===== src/rtl/fwd_regfile.sv =====
// Register file with in-flight forwarding and load-use stall detection.
// Optional macro FWD_REGFILE_BYPASS_EN enables forwarding; without it any pending writer stalls the reader.
module fwd_regfile #(
  parameter int DATA_W = 32,
  parameter int ADDR_W = 5,
  parameter int NRD    = 2,
  parameter int NFWD   = 2
) (
  input  logic                   clk,
  input  logic                   rst,
  input  logic                   wb_we,
  input  logic [ADDR_W-1:0]      wb_waddr,
  input  logic [DATA_W-1:0]      wb_wdata,
  input  logic [NFWD-1:0]        fwd_we,
  input  logic [NFWD-1:0]        fwd_rdy,
  input  logic [NFWD*ADDR_W-1:0] fwd_waddr,
  input  logic [NFWD*DATA_W-1:0] fwd_wdata,
  input  logic [NRD-1:0]         rd_en,
  input  logic [NRD*ADDR_W-1:0]  rd_addr,
  output logic [NRD*DATA_W-1:0]  rd_data,
  output logic                   stall,
  input  logic                   cnt_clr,
  output logic [15:0]            stall_cnt
);

  localparam int DEPTH = 1 << ADDR_W;

  logic [DATA_W-1:0] mem [DEPTH];
  logic [ADDR_W-1:0] addr;
  logic [DATA_W-1:0] sel;
  logic              hit;
  logic              pend;

  // Entry 0 is cleared by reset and never written, so it always holds zero.
  always_ff @(posedge clk or negedge rst) begin
    if (!rst) begin
      for (int k = 0; k < DEPTH; k++) mem[k] <= '0;
    end else if (wb_we && wb_waddr != '0) begin
      mem[wb_waddr] <= wb_wdata;
    end
  end

  // Per port, the youngest matching writer wins; its readiness alone decides the stall.
  always_comb begin
    rd_data = '0;
    stall   = 1'b0;
    addr    = '0;
    sel     = '0;
    hit     = 1'b0;
    pend    = 1'b0;
    for (int p = 0; p < NRD; p++) begin
      addr = rd_addr[p*ADDR_W +: ADDR_W];
      sel  = mem[addr];
      hit  = 1'b0;
      pend = 1'b0;
      for (int i = 0; i < NFWD; i++) begin
        if (!hit && fwd_we[i] && fwd_waddr[i*ADDR_W +: ADDR_W] == addr) begin
          hit = 1'b1;
`ifdef FWD_REGFILE_BYPASS_EN
          sel  = fwd_wdata[i*DATA_W +: DATA_W];
          pend = !fwd_rdy[i];
`else
          pend = 1'b1;
`endif
        end
      end
      if (!hit && wb_we && wb_waddr == addr) begin
        hit = 1'b1;
`ifdef FWD_REGFILE_BYPASS_EN
        sel = wb_wdata;
`else
        pend = 1'b1;
`endif
      end
      if (rst && rd_en[p] && addr != '0) begin
        rd_data[p*DATA_W +: DATA_W] = sel;
        if (pend) stall = 1'b1;
      end
    end
  end

`ifndef FWD_REGFILE_BYPASS_EN
  // Forwarded data and readiness are not consulted when bypassing is off.
  logic unused_nobyp;
  assign unused_nobyp = ^{fwd_rdy, fwd_wdata};
`endif

  always_ff @(posedge clk or negedge rst) begin
    if (!rst) begin
      stall_cnt <= '0;
    end else if (cnt_clr) begin
      stall_cnt <= '0;
    end else if (stall && stall_cnt != 16'hFFFF) begin
      stall_cnt <= stall_cnt + 16'd1;
    end
  end

endmodule


===== config.mk =====
export PLATFORM = sky130hd
export DESIGN_NAME = fwd_regfile
export DESIGN_NICKNAME = d
export VERILOG_FILES = /design/src/rtl/fwd_regfile.sv
export SDC_FILE = /design/constraint.sdc
export NUM_CORES = 2
export LEC_CHECK = 0
export CAP_MARGIN = 20
export CORE_MARGIN = 8
export CORE_UTILIZATION = 55
export CTS_CLUSTER_SIZE = 14
export DETAILED_ROUTE_END_ITERATION = 7
export PLACE_DENSITY_LB_ADDON = 0.15
export SYNTH_ARGS = -nofsm -noshare
export SYNTH_HDL_FRONTEND = slang
export SYNTH_SLANG_ARGS = --single-unit

===== constraint.sdc =====
create_clock -name clk -period 6.31 [get_ports clk]
set_clock_uncertainty 0.1 [all_clocks]
set_input_delay 1.5775 -clock clk [delete_from_list [all_inputs] [get_ports clk]]
set_output_delay 1.5775 -clock clk [all_outputs]
set_load 0.005 [all_outputs]

==> Yosys cells after proc, flatten, opt, wreduce, memory -nomap -nowiden <==
Index checks and enable logic that the tools add are counted.
{ "totals": {"regBits": 1040, "inputBits": 131} }
{ "op_classes": {"add_sub_neg": 1, "order_cmp": 4, "eq_ne": 7, "n_mux": 23, "bitwise": 3, "n_reduce_logical": 25} }
{ "ops": {"columns": ["cell", "count"], "rows": [
  ["$bwmux W1024", 1],
  ["$bmux W32 S5", 2],
  ["$mux W32", 7],
  ["$demux W32 S5", 1],
  ["$mux W16", 2],
  ["$eq A5 B5 Y1", 6],
  ["$ge A6 B6 Y1 const B", 3],
  ["$not A5 Y6", 3],
  ["$logic_and A1 B1 Y1", 17],
  ["$add A16 B1 Y16 const B", 1],
  ["$ne A16 B16 Y1 const B", 1],
  ["$reduce_bool A5 Y1", 3],
  ["$mux W1", 10],
  ["$lt A6 B1 Y1 const B", 1],
  ["$logic_not A1 Y1", 4],
  ["$reduce_bool A2 Y1", 1]
]} }

==> Logic depth before layout (Yosys ltp) <==
{ "logic_depth": {"word_depth": 18, "depth_mapped": 11, "mapped_depth_nobuf": 8} }

==> Least setup slack after synthesis <==
Ideal clock, no wire load.
{ "synth_path": {"path_type": "input-to-output", "start": "input rd_addr[0]", "end": "output rd_data[0]", "arrival_time_ns": 3.389, "required_ns": 4.632, "slack_ns": 1.243, "path_stages": 7, "n_path_buf": 3, "path_cell_list": "buf_2 > buf_2 > buf_2 > mux4_2 > mux4_2 > mux2i_1 > nor2_1"} }
{ "synth_via": {"elab_chain_cells": 5} }
{ "synth_rtl": {"columns": ["element", "line_no", "text"], "rows": [
  ["from (decl)", "19", "input logic [NRD*ADDR_W-1:0] rd_addr,"],
  ["$not A5 Y6 (not written as such)", "53", "sel = mem[addr];"],
  ["$bmux W32 S5", "53", null],
  ["$mux W32 (not written as such) (2 in series)", "53", null],
  ["$mux W32 *", "75", "if (rst && rd_en[p] && addr != '0) begin"],
  ["to (decl)", "20", "output logic [NRD*DATA_W-1:0] rd_data,"]
]} }
Mark *: on every way between the ends. The rest lies on a longest branch, timed or not. The select of a mux whose other input is x is not followed.

==> Final worst setup path <==
{ "layout_path": {"start": "input rd_addr[7]", "end": "output rd_data[36]"} }
Same word-level chain as after synthesis.

==> run summary <==
Reg2reg path depth: 8
Area Growth Syn to Fin: 12.9%
Most area-hungry cell type in the Yosys netlist: dfrtp_1
Ports: 212
Post-Synth Simple-Gate Area: 0.0186
R2R Path Start: stall_cnt[0]
First-pass GRT wire length: 260000 um
Gr usage total: 0.309
R2r endpoint: stall_cnt[15]
Slew headroom: 0.202
RSZ-0062 raised after global routing: no
#FFs+latches synth: 1040
Initial antenna violation count: 5
Num CTS Buffers: 113
Cell area power density: 310 nW/um2
Design area: 63200 um2
PortBufs: 145
Yosys top cell area share: 0.465
Drt drc: 0
Worst path required time: 4.63 ns
Hold Buf Count CTS: 0
Critical path origin: rd_addr[7]
Clock sinks: 1040
1st-pass router iterations: 6
Adder-cell share of the synthesized area: 0.000224
Compound-Gate Fraction of Synth Area: 0.0423
Largest net degree at the start of global routing: 177
Worst Hold Class: reg2reg
Max frequency: 0.160 GHz
Routed WL: 174000 um
Post-CTS Resized: 0
Outcome: completed
Cells after synthesis: 3841
Core area: 101000 um2
Period Utilization, post-route: 0.991
CTS tree: built
Synth warn: 0
Clock transition at path regs: 0.06 ns
Post-synth EDFFs: 0
Worst-path fanout max: 20
Post-synth top cells: mux2_2, dfrtp_1, mux4_2
Routed Antenna Nets: 0
HPWL Detailed: 102000 um
Fraction of registers with async set/reset: 1.00
Maximum root-to-sink buffer count: 3
Post-Syn Area: 56000 um2
DR iter-0 viols: 3342
Critical path endpoint: rd_data[36]
Routability cong.: 0.841
GR Overflow Total: 0
Synth area leaders: dfrtp_1, mux2_2, mux4_2, mux2i_1, clkbuf_1
Total vias in the final route: 36400
Worst setup EP type: output port
Post-CTS setup repair buffer count: 0
Library cells used by synthesis: 49
Leak: 0.0271 uW
Htree depth: 3
Dominant cell by count in the synthesized netlist: mux2_2
Max Cap Viol: 0
Wire per inst: 32.8 um
Xor and xnor area share after synthesis: 0.00642
Worst setup SP type: input pin
Setup TNS: 0 ns
Vias in the first global route: 39000
Worst Path Arrival: 4.57 ns
Slew Viols, Final: 0
Maximum vdd drop: 0.227 mV
DR vias/cell: 6.88
Hold Fails Final Rpt: 0
Root Driver: clkbuf_16
Worst slew pin tran: 1.19 ns
Post-synthesis mux area share: 0.434
Fin nets: 3961
Ys flop type: dfrtp_1
Synthesized Nets: 3973
Share of cells above drive strength 1: 0.484
Clock period minus worst slack: 6.25 ns
Final core occ: 0.624
Sequential-to-total area share from yosys stat: 0.465
Crit Path Class: in2out
Die Y: 335 um
Die ar.: 112000 um2
Setup-failing EPs final: 0
Power, Total: 19600 uW
Placed inst area: 59300 um2
DIE WIDTH: 335 um
Clk_lat worst skew: 0.70 ns
Mean Syn Cell Area: 14.6 um2
R2R setup slack: 3.63 ns
Row cnt: 117
Starting Density: 0.552
Largest family of logic cells by synthesized area: multiplexers
-- critical path: stages --
cell and delay [ns]:
buf_4 0.46, nand2b_2 0.34, buf_12 0.22, o21ai_0 0.11, a21oi_1 0.23, nor2_1 0.08, o211ai_1 0.24, o21ai_0 0.44
nor2_1 0.27, clkdlybuf4s50_1 0.56
-- cell type report --
cell class	instances	area, um2
Timing Repair Buffer	301	3400
Sequential cell	1040	26000
Multi-Input combinational cell	2371	28300
Clock inverter	32	378
Inverter	2	7.51
Fill cell	7431	38100
Antenna cell	4	10.0
Tap cell	1368	1710
Clock buffer	173	3360
-- layout by cell type, fill, tap and decap left out, drive strengths merged, types with 3 or more instances in the layout --
cell type | synthesis | layout
and3 | 15 | 15
or2 | 3 | 3
clkbuf | 236 | 174
inv | 2 | 4
nand2 | 23 | 23
mux4 | 454 | 454
diode | 0 | 4
o211ai | 32 | 32
nor3b | 4 | 4
a31o | 3 | 3
xnor2 | 17 | 17
nand3 | 9 | 9
dfrtp | 1040 | 1040
clkinvlp | 0 | 4
a22oi | 62 | 62
nor4 | 6 | 6
clkinv | 0 | 18
a21oi | 72 | 72
nor2 | 160 | 160
nand2b | 3 | 3
mux2 | 1055 | 1055
a221oi | 62 | 62
buf | 192 | 166
a21boi | 3 | 3
bufinv | 0 | 8
clkdlybuf4s50 | 0 | 134
o21ai | 124 | 124
nand3b | 3 | 3
mux2i | 219 | 219
nor3 | 3 | 3
xor2 | 24 | 24
-- layer usage --
metal,vias to the layer above,track usage,part of all wire
met5,-,0,0
met4,0,0.126,0.042
met3,409,0.0701,0.088
met2,1736,0.477,0.46
met1,19600,0.426,0.41
li1,14700,-,-
-- stage by stage --
| stage | setup slack (ns) | cells | hold WS [ns] |
|---|---|---|---|
| floorplan | 1.24 | 3841 | 0.341 |
| global placement | 0.255 | 5077 | 0.279 |
| detailed placement | 0.253 | 5077 | 0.285 |
| CTS | 0.246 | 5282 | 0.300 |
| global route | 0.0233 | 5289 | 0.311 |
| finish | 0.0578 | 5291 | 0.298 |
-- how the worst min path moves through the flow --
stage / to / startpoint / slack [ns] / cells past startpoint
after detailed placement: mem[1005] / mem[1005] / 0.28 / 0
final: mem[996] / mem[996] / 0.30 / 0
after floorplan: mem[1022] / mem[1022] / 0.34 / 1
after CTS: mem[996] / mem[996] / 0.30 / 0
after global placement: mem[1022] / mem[1022] / 0.28 / 0
after global routing: mem[1009] / mem[1009] / 0.31 / 0
-- kinds of logic (layout without fill, tap and decap cells) --
family,count (synthesis),count (layout)
other,0,4
DFF,1040,1040
muxes,1728,1728
buffers and inverters,430,508
adders and majority gates,1,1
and+or+nand+nor,238,238
xor gates and xnor gates,41,41
AOI/OAI and AO/OA,363,363
-- report_power, final --
group	internal, uW	switching [uW]
logic	2410	1590
registers	7920	907
clock network	3960	2760
total	14300	5260
-- sequential cells by signal, indices dropped and copies added (netlist names) --
name / cells
mem: 1024
stall_cnt: 16
No activity file was read; power rests on OpenSTA's default activity.
